$ cat src/rtl/if_id_skid_reg_pkg.sv
// Shared pipeline package for the stage registers.
// Holds the skid-buffer FSM encoding, the architectural NOP and a PC/instruction
// entry type that the later stage registers (ID/EX, EX/MEM) reuse at the
// default widths.
package if_id_skid_reg_pkg;

   localparam int          PC_W_DEF      = 64;
   localparam int          INSTR_W_DEF   = 32;
   localparam logic [31:0] NOP_INSTR_DEF = 32'hD503201F;   // AArch64 NOP

   typedef enum logic [1:0] {
      ST_EMPTY = 2'd0,
      ST_ONE   = 2'd1,
      ST_FULL  = 2'd2
   } skid_state_t;

   typedef struct packed {
      logic [PC_W_DEF-1:0]    pc;
      logic [INSTR_W_DEF-1:0] instr;
   } pipe_entry_t;

endpackage

$ cat src/rtl/if_id_skid_reg_sat_counter.sv
// sat_counter: saturating up-counter for pipeline performance events.
// Ports:
//   clk   - clock
//   rst_n - asynchronous active-low reset, clears the count
//   inc   - add one this cycle (ignored once the count is all ones)
//   count - current value, sticks at 2^CNT_W-1
module sat_counter #(
   parameter int CNT_W = 16
) (
   input  logic             clk,
   input  logic             rst_n,
   input  logic             inc,
   output logic [CNT_W-1:0] count
);

   logic [CNT_W-1:0] r_count;

   always_ff @(posedge clk or negedge rst_n) begin
      if (!rst_n) begin
         r_count <= '0;
      end else if (inc && (r_count != {CNT_W{1'b1}})) begin
         r_count <= r_count + 1'b1;
      end
   end

   assign count = r_count;

endmodule

$ cat src/rtl/if_id_skid_reg.sv
// if_id_skid_reg: IF/ID pipeline register built as a two-entry skid buffer.
// Fetch pushes with in_valid/in_ready, decode pops with out_valid/out_ready.
// in_ready comes straight from a flop so fetch never sees a combinational
// path back from decode; the skid entry absorbs the word that was already in
// flight when decode stalled.
// Ports:
//   clk, rst_n          - clock, asynchronous active-low reset
//   in_valid/in_ready   - fetch handshake (in_ready registered)
//   in_pc/in_instr      - fetched word, ignored when in_valid=0
//   out_valid/out_ready - decode handshake (out_ready low = hazard stall)
//   out_pc/out_instr    - head entry; out_instr is NOP_INSTR when invalid
//   flush               - branch redirect, empties the buffer
//   stall_cnt           - saturating count of cycles decode held a valid word
module if_id_skid_reg
   import if_id_skid_reg_pkg::*;
#(
   parameter int                 PC_W      = PC_W_DEF,
   parameter int                 INSTR_W   = INSTR_W_DEF,
   parameter logic [INSTR_W-1:0] NOP_INSTR = INSTR_W'(NOP_INSTR_DEF),
   parameter int                 CNT_W     = 16
) (
   input  logic               clk,
   input  logic               rst_n,
   input  logic               in_valid,
   output logic               in_ready,
   input  logic [PC_W-1:0]    in_pc,
   input  logic [INSTR_W-1:0] in_instr,
   output logic               out_valid,
   input  logic               out_ready,
   output logic [PC_W-1:0]    out_pc,
   output logic [INSTR_W-1:0] out_instr,
   input  logic               flush,
   output logic [CNT_W-1:0]   stall_cnt
);

   typedef struct packed {
      logic [PC_W-1:0]    pc;
      logic [INSTR_W-1:0] instr;
   } entry_t;

   skid_state_t r_state, w_state_nxt;
   entry_t      r_head, r_skid, w_in_entry;
   logic        r_in_ready;
   logic        w_push, w_pop;
   logic        w_ld_head_in, w_ld_head_skid, w_ld_skid;
   logic        w_stall_inc;

   assign w_in_entry = '{pc: in_pc, instr: in_instr};
   assign w_push     = in_valid & r_in_ready;
   assign out_valid  = (r_state != ST_EMPTY);
   assign w_pop      = out_valid & out_ready;

   // Next state and entry load enables. Flush wins over any push/pop.
   always_comb begin
      w_state_nxt    = r_state;
      w_ld_head_in   = 1'b0;
      w_ld_head_skid = 1'b0;
      w_ld_skid      = 1'b0;
      if (flush) begin
         w_state_nxt = ST_EMPTY;
      end else begin
         case (r_state)
            ST_EMPTY: begin
               if (w_push) begin
                  w_state_nxt  = ST_ONE;
                  w_ld_head_in = 1'b1;
               end
            end
            ST_ONE: begin
               if (w_push && !w_pop) begin
                  w_state_nxt = ST_FULL;
                  w_ld_skid   = 1'b1;
               end else if (w_push && w_pop) begin
                  w_ld_head_in = 1'b1;
               end else if (w_pop) begin
                  w_state_nxt = ST_EMPTY;
               end
            end
            ST_FULL: begin
               // in_ready is low here, so only a pop can happen.
               if (w_pop) begin
                  w_state_nxt    = ST_ONE;
                  w_ld_head_skid = 1'b1;
               end
            end
            default: w_state_nxt = ST_EMPTY;
         endcase
      end
   end

   // in_ready is precomputed from the next state so it is a pure flop output.
   always_ff @(posedge clk or negedge rst_n) begin
      if (!rst_n) begin
         r_state    <= ST_EMPTY;
         r_in_ready <= 1'b1;
      end else begin
         r_state    <= w_state_nxt;
         r_in_ready <= (w_state_nxt != ST_FULL);
      end
   end

   // Entries are not cleared on flush; out_valid masks the stale head.
   always_ff @(posedge clk or negedge rst_n) begin
      if (!rst_n) begin
         r_head <= '0;
         r_skid <= '0;
      end else begin
         if (w_ld_head_in) begin
            r_head <= w_in_entry;
         end else if (w_ld_head_skid) begin
            r_head <= r_skid;
         end
         if (w_ld_skid) begin
            r_skid <= w_in_entry;
         end
      end
   end

   assign in_ready  = r_in_ready;
   assign out_pc    = r_head.pc;
   assign out_instr = out_valid ? r_head.instr : NOP_INSTR;

   assign w_stall_inc = out_valid & ~out_ready & ~flush;

   sat_counter #(.CNT_W(CNT_W)) u_stall_cnt (
      .clk   (clk),
      .rst_n (rst_n),
      .inc   (w_stall_inc),
      .count (stall_cnt)
   );

endmodule

$ cat config.mk
export PLATFORM = sky130hd
export DESIGN_NAME = if_id_skid_reg
export DESIGN_NICKNAME = d
export VERILOG_FILES = /design/src/rtl/if_id_skid_reg_pkg.sv /design/src/rtl/if_id_skid_reg_sat_counter.sv /design/src/rtl/if_id_skid_reg.sv
export SDC_FILE = /design/constraint.sdc
export NUM_CORES = 1
export LEC_CHECK = 0
export ABC_AREA = 1
export CAP_MARGIN = 20
export CORE_ASPECT_RATIO = 0.5
export CORE_MARGIN = 5
export CORE_UTILIZATION = 52
export CTS_CLUSTER_SIZE = 28
export DETAILED_ROUTE_END_ITERATION = 16
export HOLD_SLACK_MARGIN = 0.05
export PLACE_DENSITY_LB_ADDON = 0.15
export SLEW_MARGIN = 20
export SYNTH_ARGS = -nofsm -noshare
export SYNTH_HDL_FRONTEND = slang
export SYNTH_HIERARCHICAL = 1
export SYNTH_SLANG_ARGS = --single-unit
$ cat constraint.sdc
create_clock -name clk -period 2.2 [get_ports clk]
set_clock_uncertainty 0.15 [all_clocks]
set_input_delay 0.44 -clock clk [delete_from_list [all_inputs] [get_ports clk]]
set_output_delay 0.44 -clock clk [all_outputs]
set_load 0.005 [all_outputs]
* Word level (Yosys, flattened, before mapping)
Index checks and enable logic that the tools add are counted.
** Storage, ports and cells
- Bits in registers :: 211
- Input bits :: 101
- Output and inout bits :: 114
- Logic and storage cells :: 46
** Cells by class
- Add/subtract/negate cells :: 1
- Equality and inequality tests :: 4
- Mux-type cells :: 21
- Bitwise gates (word level) :: 6
- Reductions and logical operators :: 7
** Operator list (count)
- $mux 96 :: 2
- $mux 32 :: 1
- $add 16x1->16 const B :: 1
- $ne 16x16->1 const B :: 1
- $mux 2 :: 6
- $mux 1 :: 10
- $pmux 2 s3 :: 1
- $and 1x1->1 :: 4
- $reduce_bool 2->1 :: 2
- $logic_and 1x1->1 :: 3
- $eq 2x1->1 const B :: 1
- $eq 2x2->1 const B :: 1
- $logic_not 2->1 :: 1
- $ne 2x2->1 const B :: 1
- $not 1->1 :: 2
- $pmux 1 s2 :: 1
- $logic_not 1->1 :: 1

* Depth between registers and ports, before layout
Gate-level depths: netlist of the first run.
- Depth in word-level cells :: 8
- Mapped depth :: 9
- Depth with buffers taken out :: 9

* Hierarchy
The synthesis of the first run kept the hierarchy.
** Modules (own cells, without submodules)
- if_id_skid_reg :: times used 1, cells each 1097, area each 9256.4 um^2, sequential area each 4880.9 um^2
- sat_counter :: times used 1, cells each 147, area each 1031.0 um^2, sequential area each 400.4 um^2

* Least setup slack after synthesis of the first run
OpenSTA, ideal clock, no wires.
- Path type :: reg2reg
- Start point :: register r_state[1]
- End point :: register u_stall_cnt.r_count[9], in the netlist u_stall_cnt/count[9]
- Library setup time :: 0.120 ns
- Arrival time :: 1.613 ns
- Data required time :: 1.930 ns
- Slack :: 0.316 ns
- Stages on the path, launching flop included :: 10
- Path buffers :: 0
- Period minus slack after synthesis :: 1.884 ns
- Cell sequence :: dfrtp_1 > inv_2 > nand2_1 > nand2_1 > nor2_1 > inv_2 > nor3_4 > nand2_1 > o21ai_1 > nand2_1
** Between the ends
- Cells in the longest elaborated chain, start to end :: 4
** Ends and longest elaborated chain
- from (decl) :: line if_id_skid_reg.sv:41 : skid_state_t r_state, w_state_nxt;
- from (signal assigned) :: line if_id_skid_reg.sv:97 : r_state <= w_state_nxt;
- $reduce_bool 2->1 :: line if_id_skid_reg.sv:50 : assign out_valid = (r_state != ST_EMPTY);
- via out_valid :: line if_id_skid_reg.sv:28 : output logic out_valid,
- $and 1x1->1 (2 in a row) :: line if_id_skid_reg.sv:123 : assign w_stall_inc = out_valid & ~out_ready & ~flush;
- via w_stall_inc :: line if_id_skid_reg.sv:46 : logic w_stall_inc;
- $logic_and 1x1->1 :: line if_id_skid_reg_sat_counter.sv:21 : end else if (inc && (r_count != {CNT_W{1'b1}})) begin
- to (signal assigned) :: line if_id_skid_reg_sat_counter.sv:22 : r_count <= r_count + 1'b1;
- to (decl) :: line if_id_skid_reg_sat_counter.sv:16 : logic [CNT_W-1:0] r_count;
The timed path passes the listed nets, and every way through them passes these cells.
A chain may end at the register's enable or synchronous reset.

* Worst setup path after layout of the first run
- Start point :: register r_state[0]
- End point :: output port out_instr[30]
** Between the ends
- Cells in the longest elaborated chain, start to end :: 2
** Ends and longest elaborated chain
- $reduce_bool 2->1 :: line if_id_skid_reg.sv:50
- $mux 32 :: line if_id_skid_reg.sv:121 : assign out_instr = out_valid ? r_head.instr : NOP_INSTR;
- to (decl) :: line if_id_skid_reg.sv:31 : output logic [INSTR_W-1:0] out_instr,
No other way between the ends.

==> run summary, run 1 <==
Ports = 215
GRT Total Usage = 0.242
Post-synth net total = 1,346
Clk sink count = 211
TritonCTS clock tree = built
Worst-path clk slew = 0.06 ns
Nature of the critical path endpoint = output port
Largest net degree at the start of global routing = 61
Grt ovf = 0
Vias per cell = 5.43
Yosys warnings = 6
Placed cell area = 0.0125 mm²
Via count = 9,004
Total Wirelength = 28,000 µm
Post-synth EDFFs = 0
Deepest clock path buffer count = 3
Synthesized cell area = 0.0103 mm²
Fin crit period = 2.21 ns
Most common cell in the netlist = nand2_1
Synth cell types = 30
Fmax = 453 MHz
H-Tree Level Count = 1
Final Worst Setup Slack = -0.00557 ns
CTS buffer count = 19
Kind of critical path = register to output port
#FFs+latches synth = 211
Layout net count = 1,481
Die X = 209 µm
Failing checks = negative setup slack
Worst Path Arrival = 1.62 ns
Max Slew Vio Count = 0
Outcome = complete, but fails checks
Root buf cell = clkbuf_16
Die area = 0.0229 mm²
Layout Cells excl Fill = 1,659
Placed Instances = 1,617
Core Rows = 36
Global-route wire length before repair = 45,500 µm
Share of the synthesized area in the top cell type = 0.511
Initial Utilization = 0.529
# setup viols final = 1
Post-route ant nets = 0
Layout area overhead = 28.5%
Max_cap viols = 0
Ranking of synthesized cells by area = dfrtp_1 (51%), nand3_1 (9.8%), nand2_1 (9.7%)
DR WL/cell = 16.9 µm
Hold Crit Class = primary input to asynchronous set/reset pin
Initial antenna violation count = 3
Final period utilization = 1.00
Die Span Y = 109 µm
Starting DRT DRC Count = 674
Hold Fails Final Rpt = 0
PortBufs = 214
Core box area = 0.0195 mm²
Pre-antenna DRT Iters = 5
Worst-path maximum fanout = 7
Relative slew slack = 0.637
Area leader, netlist = dfrtp_1
Dpl hpwl = 18,000 µm
Max rail drop VDD = 413 µV
Vias in the first global route = 8,874
Reg2reg path depth = 12
Layout cell share with drive strength beyond 1 = 0.114
Ys flop type = dfrtp_1
Mapped Cells = 1,244
Clk_lat worst skew = 0.48 ns
GPL Wtd Cong = 0.889
Register area share after synthesis = 0.513
Leakage Power = 0.00642 µW
Worst-margin pin slew = 0.545 ns
Remaining DRCs = 0
Async SR Flop Fraction = 1.00
Avg Cell Area, Syn = 8.27 µm²
Cell area power density = 826 mW/mm²
RSZ-0062 raised after global routing = true
CP required = 1.61 ns
Final setup TNS = -0.00557 ns
Final Cell Area = 0.0132 mm²
Critical Path Source Type = register
Post-synth top cells = nand2_1 (265), dfrtp_1 (210), nand3_1 (201), inv_1 (138), nand4_1 (105)
## per-layer routing
| layer | vias to the layer above | track usage | part of all wire |
|---|---|---|---|
| met5 | - | 0 | 0.00075 |
| met4 | 4 | 0.0675 | 0.024 |
| li1 | 4289 | - | - |
| met2 | 301 | 0.401 | 0.48 |
| met3 | 55 | 0.0433 | 0.059 |
| met1 | 4355 | 0.334 | 0.44 |
## power by group
group	leakage, µW	total, µW	switching [µW]	internal, µW
Sequential	0.00267	5150	483	4670
Combinational	0.00342	2220	1020	1200
Clock	0.000335	3550	1420	2130
## cell type report
cell class / count / area, µm²
Timing Repair Buffer: 262 / 2700
Clock buffer: 31 / 611
Antenna cell: 1 / 2.50
Inverter: 145 / 556
Clock inverter: 3 / 68.8
Multi-Input combinational cell: 740 / 3670
Tap cell: 266 / 333
Sequential cell: 211 / 5280
Fill cell: 1564 / 6240
## worst max-delay path: stages, from the launching register on
cell     delay (ns)
dfrtp_1        0.36
inv_2          0.05
nand2_4        0.09
inv_8          0.05
buf_12         0.13
buf_8          0.12
or2_1          0.20
buf_2          0.13
## kinds of logic (layout without fill, tap and decap cells)
group                      after synthesis  after routing  synth area share
other                                    0              1                 0
adders and majority gates                1              1           0.00122
and+or+nand+nor                        634            634             0.294
buffers and inverters                  293            441             0.138
xor gates and xnor gates                 4              4           0.00341
DFF                                    211            211             0.513
AOI/OAI and AO/OA                      101            101            0.0499
## stage by stage
| step | total power, µW | setup slack (ns) | utilization | hold slack (ns) |
|---|---|---|---|---|
| 3_3_place_gp | 7310 | 0.0359 | 0.642 | 0.316 |
| 5_1_grt | 11500 | -0.0789 | 0.679 | 0.358 |
| 3_5_place_dp | 7410 | -0.00839 | 0.642 | 0.316 |
| 4_1_cts | 11000 | -0.135 | 0.680 | 0.345 |
| 2_1_floorplan | 6380 | 0.316 | - | -0.00559 |
| 6_report | 10900 | -0.00557 | 0.679 | 0.337 |
## cells in the final DEF, fill, tap and decap left out, drive strengths merged, types with 2 or more instances in the layout
master,netlist,routed
nand2,270,270
dfrtp,210,210
nand3,204,204
clkdlybuf4s50,0,180
inv,144,143
nand4,105,105
o21ai,100,100
buf,116,64
clkbuf,32,43
nor2,40,40
or2,13,13
clkinv,1,3
clkdlybuf4s15,0,3
xor2,3,3
bufinv,0,2
dlygate4sd2,0,2
## sequential cells by signal (all words and copies together), names as in the netlist
| signal | flops |
|---|---|
| in_ready | 1 |
| u_stall_cnt/count | 16 |
| r_head | 32 |
| out_pc | 64 |
| r_skid | 96 |
| r_state | 2 |
## final timing paths
check	from	to	slack (ns)
worst max-delay path	r_state[0]	out_instr[30]	-0.006
worst min-delay path	rst_n	u_stall_cnt/count[4]	0.34
worst max register to register	r_state[0]	u_stall_cnt/count[9]	0.25
worst min register to register	r_skid[9]	r_head[9]	0.34
max in group asynchronous	rst_n	in_ready	0.87
min in group clk	r_skid[9]	r_head[9]	0.34
## repair_timing
action,4_1_cts,5_1_grt
gates cloned,2,0
resized for setup,115,33
setup buffers,5,0
hold buffers,1,0
setup endpoints to repair,33,30
pin swaps,1,1
endpoints found under the hold margin,51,0
Power figures use the tool's default switching activity.
==> run 2: changes to the inputs <==
--- a/config.mk
+++ b/config.mk
@@ -14,6 +14,7 @@
 export DETAILED_ROUTE_END_ITERATION = 16
 export HOLD_SLACK_MARGIN = 0.05
 export PLACE_DENSITY_LB_ADDON = 0.15
+export REMOVE_ABC_BUFFERS = 1
 export SLEW_MARGIN = 20
 export SYNTH_ARGS = -nofsm -noshare
 export SYNTH_HDL_FRONTEND = slang
==> run summary, run 2 (synthesis results as in run 1) <==
Switching Power = 2900 µW
Global-route wire length before repair = 46,000 µm
Commonest non-fill, non-tap cells in the layout = nand2_1 (264), dfrtp_1 (210), nand3_1 (201)
Layout net count = 1,477
GPL Wtd Cong = 0.963
Max Slew Vio Count = 0
H-Tree Level Count = 1
Die X = 209 µm
Starting DRT DRC Count = 591
Via count = 9,042
Hold Fails Final Rpt = 0
Die area = 0.0229 mm²
Share of total power in combinational logic = 0.213
Largest net degree at the start of global routing = 79
Clk sink count = 211
Most flop-heavy register = r_skid
Die Span Y = 109 µm
Most common cell after layout, fill and taps aside = nand2_1
Layout cell share with drive strength beyond 1 = 0.0891
Fmax = 457 MHz
Seq pwr share = 0.498
Layout area overhead = 26.9%
Cell area power density = 793 mW/mm²
Pint = 7460 µW
Max reg flops = 96
Fin crit period = 2.19 ns
GRT Total Usage = 0.245
Worst-margin pin slew = 0.453 ns
Root buf cell = clkbuf_16
DR WL/cell = 17.2 µm
Filler Cells Inserted = 1,645
Placed Instances = 1,614
Outcome = complete, no violations
Core Rows = 36
Max rail drop VDD = 482 µV
CP required = 1.61 ns
Remaining DRCs = 0
Worst-path clk slew = 0.07 ns
Layout Cells excl Fill = 1,647
Diode count = 0
PortBufs = 214
Final period utilization = 0.995
Max_cap viols = 0
Grt ovf = 0
Relative slew slack = 0.698
Switching share of total power = 0.279
Clock power share = 0.289
Hold Crit Class = primary input to asynchronous set/reset pin
CTS buffer count = 19
Deepest clock path buffer count = 3
Initial antenna violation count = 0
TritonCTS clock tree = built
Ports = 215
Worst-path maximum fanout = 8
Initial Utilization = 0.529
Finished Core Util = 0.671
Pre-antenna DRT Iters = 5
Placed cell area = 0.0124 mm²
Kind of critical path = register to output port
Nature of the critical path endpoint = output port
Dpl hpwl = 18,400 µm
Final Cell Area = 0.0131 mm²
Worst Path Arrival = 1.60 ns
Vias in the first global route = 8,977
Total Wirelength = 28,300 µm
Post-route ant nets = 0
Core box area = 0.0195 mm²
Critical Path Source Type = register
Vias per cell = 5.49
Clk_lat worst skew = 0.48 ns
Leakage Power = 0.00638 µW
RSZ-0062 raised after global routing = true
# setup viols final = 0
==> run 2: changes by cell type in the layout (fill, tap and decap cells not counted), sizes merged <==
cell and delta:
buf -10, dlygate4sd2 +17, diode -1, bufinv -2, inv -1, clkinv +2
clkdlybuf4s15 -3, clkbuf -15, dlymetal6s2s +1
==> run 2: layout make-up <==
class	count	area, µm²	share of cell area
Timing Repair Buffer	258	2730	0.209
Clock buffer	25	508	0.0389
Clock inverter	2	10.0	0.000767
Tap cell	266	333	0.0255
Sequential cell	211	5280	0.404
Multi-Input combinational cell	740	3650	0.279
Inverter	145	556	0.0425
==> run 2: metal layers <==
metal,track usage,wire [µm],share of wire,vias up
met3,0.0422,1590,0.056,57
met1,0.326,12100,0.43,4417
li1,-,-,-,4275
met5,0,0,0,-
met4,0.0684,746,0.026,0
met2,0.423,13800,0.49,293
==> run 2: final timing paths <==
check	cells after the start	slack, ns	startpoint	endpoint
min reg2reg	2	0.34	r_skid[58]	r_skid[58]
max in group asynchronous	3	0.86	rst_n	out_pc[28]
min in group clk	2	0.34	r_skid[58]	r_skid[58]
min	2	0.33	rst_n	r_head[29]
max reg2reg	8	0.41	u_stall_cnt/count[0]	u_stall_cnt/count[10]
max	6	0.01	r_state[1]	out_instr[6]
==> run 2: power groups by stage <==
stage	Clock [µW]	Combinational, µW	Sequential [µW]
2_1_floorplan	0	961	5120
3_3_place_gp	0	2120	5180
3_5_place_dp	0	2200	5210
4_1_cts	3050	2220	5150
5_1_grt	3190	2470	5250
6_report	3000	2200	5160
==> run 2: worst max-delay path, stage by stage, from the launching register on <==
cell,delay [ns]
dfrtp_1,0.39
inv_2,0.08
nand2_4,0.07
inv_8,0.10
clkbuf_16,0.17
nor2_1,0.04
dlygate4sd2_1,0.26
==> run 2: per-stage QoR <==
| step | total power [µW] | setup WS, ns | setup TNS (ns) | hold slack, ns |
|---|---|---|---|---|
| finish | 10400 | 0.0116 | 0 | 0.334 |
| global route | 10900 | -0.0508 | -0.761 | 0.362 |
| CTS | 10400 | -0.116 | -0.792 | 0.337 |
| detailed placement | 7400 | 0.0105 | 0 | 0.286 |
| global placement | 7300 | 0.0330 | 0 | 0.278 |
| floorplan | 6080 | -2.47 | -344.33 | -0.00559 |
==> run 2: timing repair <==
item                                    CTS  global route
gates cloned                              2             1
hold buffers                              1             0
resized for setup                        91             7
buffers inserted                          2             0
pin swaps                                 1             1
endpoints found under the setup margin   32            30
hold endpoints to repair                 46             0
==> run 3: changes to the inputs <==
--- a/config.mk
+++ b/config.mk
@@ -5,11 +5,10 @@
 export SDC_FILE = /design/constraint.sdc
 export NUM_CORES = 1
 export LEC_CHECK = 0
-export ABC_AREA = 1
 export CAP_MARGIN = 20
 export CORE_ASPECT_RATIO = 0.5
 export CORE_MARGIN = 5
-export CORE_UTILIZATION = 52
+export CORE_UTILIZATION = 50
 export CTS_CLUSTER_SIZE = 28
 export DETAILED_ROUTE_END_ITERATION = 16
 export HOLD_SLACK_MARGIN = 0.05
==> run summary, run 3 <==
Outcome = complete, no violations
Fmax = 466 MHz
Relative slew slack = 0.609
Synthesized cell area = 0.00936 mm²
Largest net degree at the start of global routing = 65
Critical Path Source = r_state[0]
Post-route ant nets = 0
Met3 GRT Util = 0.0511
Max Slew Vio Count = 0
Share of the synthesized area in the top cell type = 0.562
Die Span Y = 107 µm
Dpl hpwl = 15,900 µm
Vias in the first global route = 7,247
GRT Total Usage = 0.215
Worst Hold Launch = out_pc[36]
CP required = 1.61 ns
Layout area overhead = 31.8%
Max_cap viols = 0
Reg2reg path depth = 9
Busiest grt layer = met2
PortBufs = 214
Register area share after synthesis = 0.565
Max reg flops = 96
Mux contribution to synthesized area = 0.122
Setup WS pre-CTS = -0.153 ns
Global-route wire length before repair = 38,000 µm
Largest family of logic cells by synthesized area = simple AND/OR/NAND/NOR gates
Fin crit period = 2.15 ns
Ports = 215
Worst-path maximum fanout = 5
GPL Wtd Cong = 0.855
Cell area power density = 883 mW/mm²
Commonest non-fill, non-tap cells in the layout = dfrtp_1 (208), nand2_1 (195), clkdlybuf4s50_1 (180)
TritonCTS clock tree = built
Worst r2r src = r_state[0]
DR WL/cell = 18.8 µm
Pre-antenna DRT Iters = 4
Post-synthesis simple-gate area fraction = 0.137
Hold Crit Class = register to register
Complex-gate fraction of the synthesized area = 0.0915
Grt ovf = 0
Worst Path Arrival = 1.56 ns
Met2 Use GR = 0.373
Worst-path clk slew = 0.06 ns
Leakage Power = 0.00569 µW
Clk_lat worst skew = 0.49 ns
Async SR Flop Fraction = 1.00
Vias per cell = 5.45
Layout cell share with drive strength beyond 1 = 0.239
Synth Area in Adders = 0.00134
Final setup TNS = 0 ns
Post-synth EDFFs = 0
Final period utilization = 0.975
Ys flop type = dfrtp_1
#FFs+latches synth = 211
Avg Cell Area, Syn = 11.4 µm²
Worst Hold Depth = 2
CTS buffer count = 20
Max rail drop VDD = 496 µV
Synth cell types = 41
Via count = 6,786
Root buf cell = clkbuf_16
Core box area = 0.0184 mm²
Layout net count = 1,093
Mapped Cells = 818
RSZ-0062 raised after global routing = false
Most common cell in the netlist = dfrtp_1
H-Tree Level Count = 1
Core Rows = 35
Die area = 0.0217 mm²
Yosys warnings = 6
Initial Utilization = 0.509
Critical Path Source Type = register
Placed Instances = 1,202
Nature of the critical path endpoint = output port
Most common cell after layout, fill and taps aside = dfrtp_1
Kind of critical path = register to output port
Die X = 203 µm
Area leader, netlist = dfrtp_1
Layout Cells excl Fill = 1,244
Most flop-heavy register = r_skid
Deepest clock path buffer count = 3
Finished Core Util = 0.670
Hold Fails Final Rpt = 0
Clk sink count = 211
Initial antenna violation count = 0
Final Worst Setup Slack = 0.0548 ns
Worst-margin pin slew = 0.586 ns
Synthesized-area fraction occupied by xor and xnor cells = 0.00655
Remaining DRCs = 0
GR Layer Usage met1 = 0.279
Ranking of synthesized cells by area = dfrtp_1 (56%), mux2_2 (12%), nand2_1 (7.9%)
Total Wirelength = 23,400 µm
Diode count = 0
Starting DRT DRC Count = 394
Post-synth top cells = dfrtp_1 (210), nand2_1 (196), mux2_2 (96), a22oi_1 (94), buf_4 (65)
# setup viols final = 0
run 3: cell types whose count changed in the layout (fill, tap and decap cells not counted), sizes merged, moves of 94 or more:
cell   change
o21ai     -96
a22oi     +94
nand3    -195
nand4     -95
inv      -140
mux2      +98
run 3: critical path, cell delays in order, from the launching register on:
cell	delay, ns
dfrtp_1	0.41
nor2_4	0.06
buf_6	0.12
buf_6	0.12
or2_4	0.25
buf_6	0.11
run 3: worst paths after layout:
path,endpoint,slack (ns)
max,out_instr[24],0.05
min,out_pc[36],0.32
max reg2reg,u_stall_cnt/count[15],0.06
min reg2reg,out_pc[36],0.32
max in group asynchronous,r_skid[90],0.85
min in group asynchronous,r_head[4],0.35
run 3: cell type report:
type                       instances  area (µm²)
inverter                           2        7.51
tap                              240         300
timing repair buffer             261        2660
clock buffer                      31         593
clock inverter                     4        22.5
fill                            1466        6060
multi-input combinational        495        3460
sequential                       211        5280
run 3: kinds of logic (layout without fill, tap and decap cells):
kind of cell | after synthesis | count (layout)
flops | 211 | 211
compound gates | 113 | 113
fa+ha+maj | 1 | 1
buf+inv | 112 | 298
xor+xnor | 7 | 7
mux | 101 | 101
simple gates | 273 | 273
run 3: per-layer routing:
| layer | up-vias | part of all wire |
|---|---|---|
| met5 | - | 0 |
| met4 | 0 | 0.014 |
| met3 | 28 | 0.054 |
| met2 | 161 | 0.50 |
| met1 | 3491 | 0.43 |
| li1 | 3106 | - |
run 3: where the power goes:
group / internal (µW) / switching [µW]
sequential: 4780 / 532
clock: 1860 / 1430
combinational: 1430 / 862
total: 8070 / 2830
run 3: repair_timing:
item,CTS,global route
endpoints found under the hold margin,55,0
setup endpoints to repair,33,36
gates cloned,2,0
hold buffers,1,0
pin swaps,1,2
setup buffers,9,1
resized for setup,149,21
run 3: through the flow:
stage                     power, µW  hold slack (ns)  area (µm²)
after floorplan                6270         -0.00559        8640
after global placement         7510            0.300       11600
after detailed placement       7640            0.305       11600
after CTS                     11000            0.325       12400
after global routing          11500            0.343       12300
final                         10900            0.324       12300
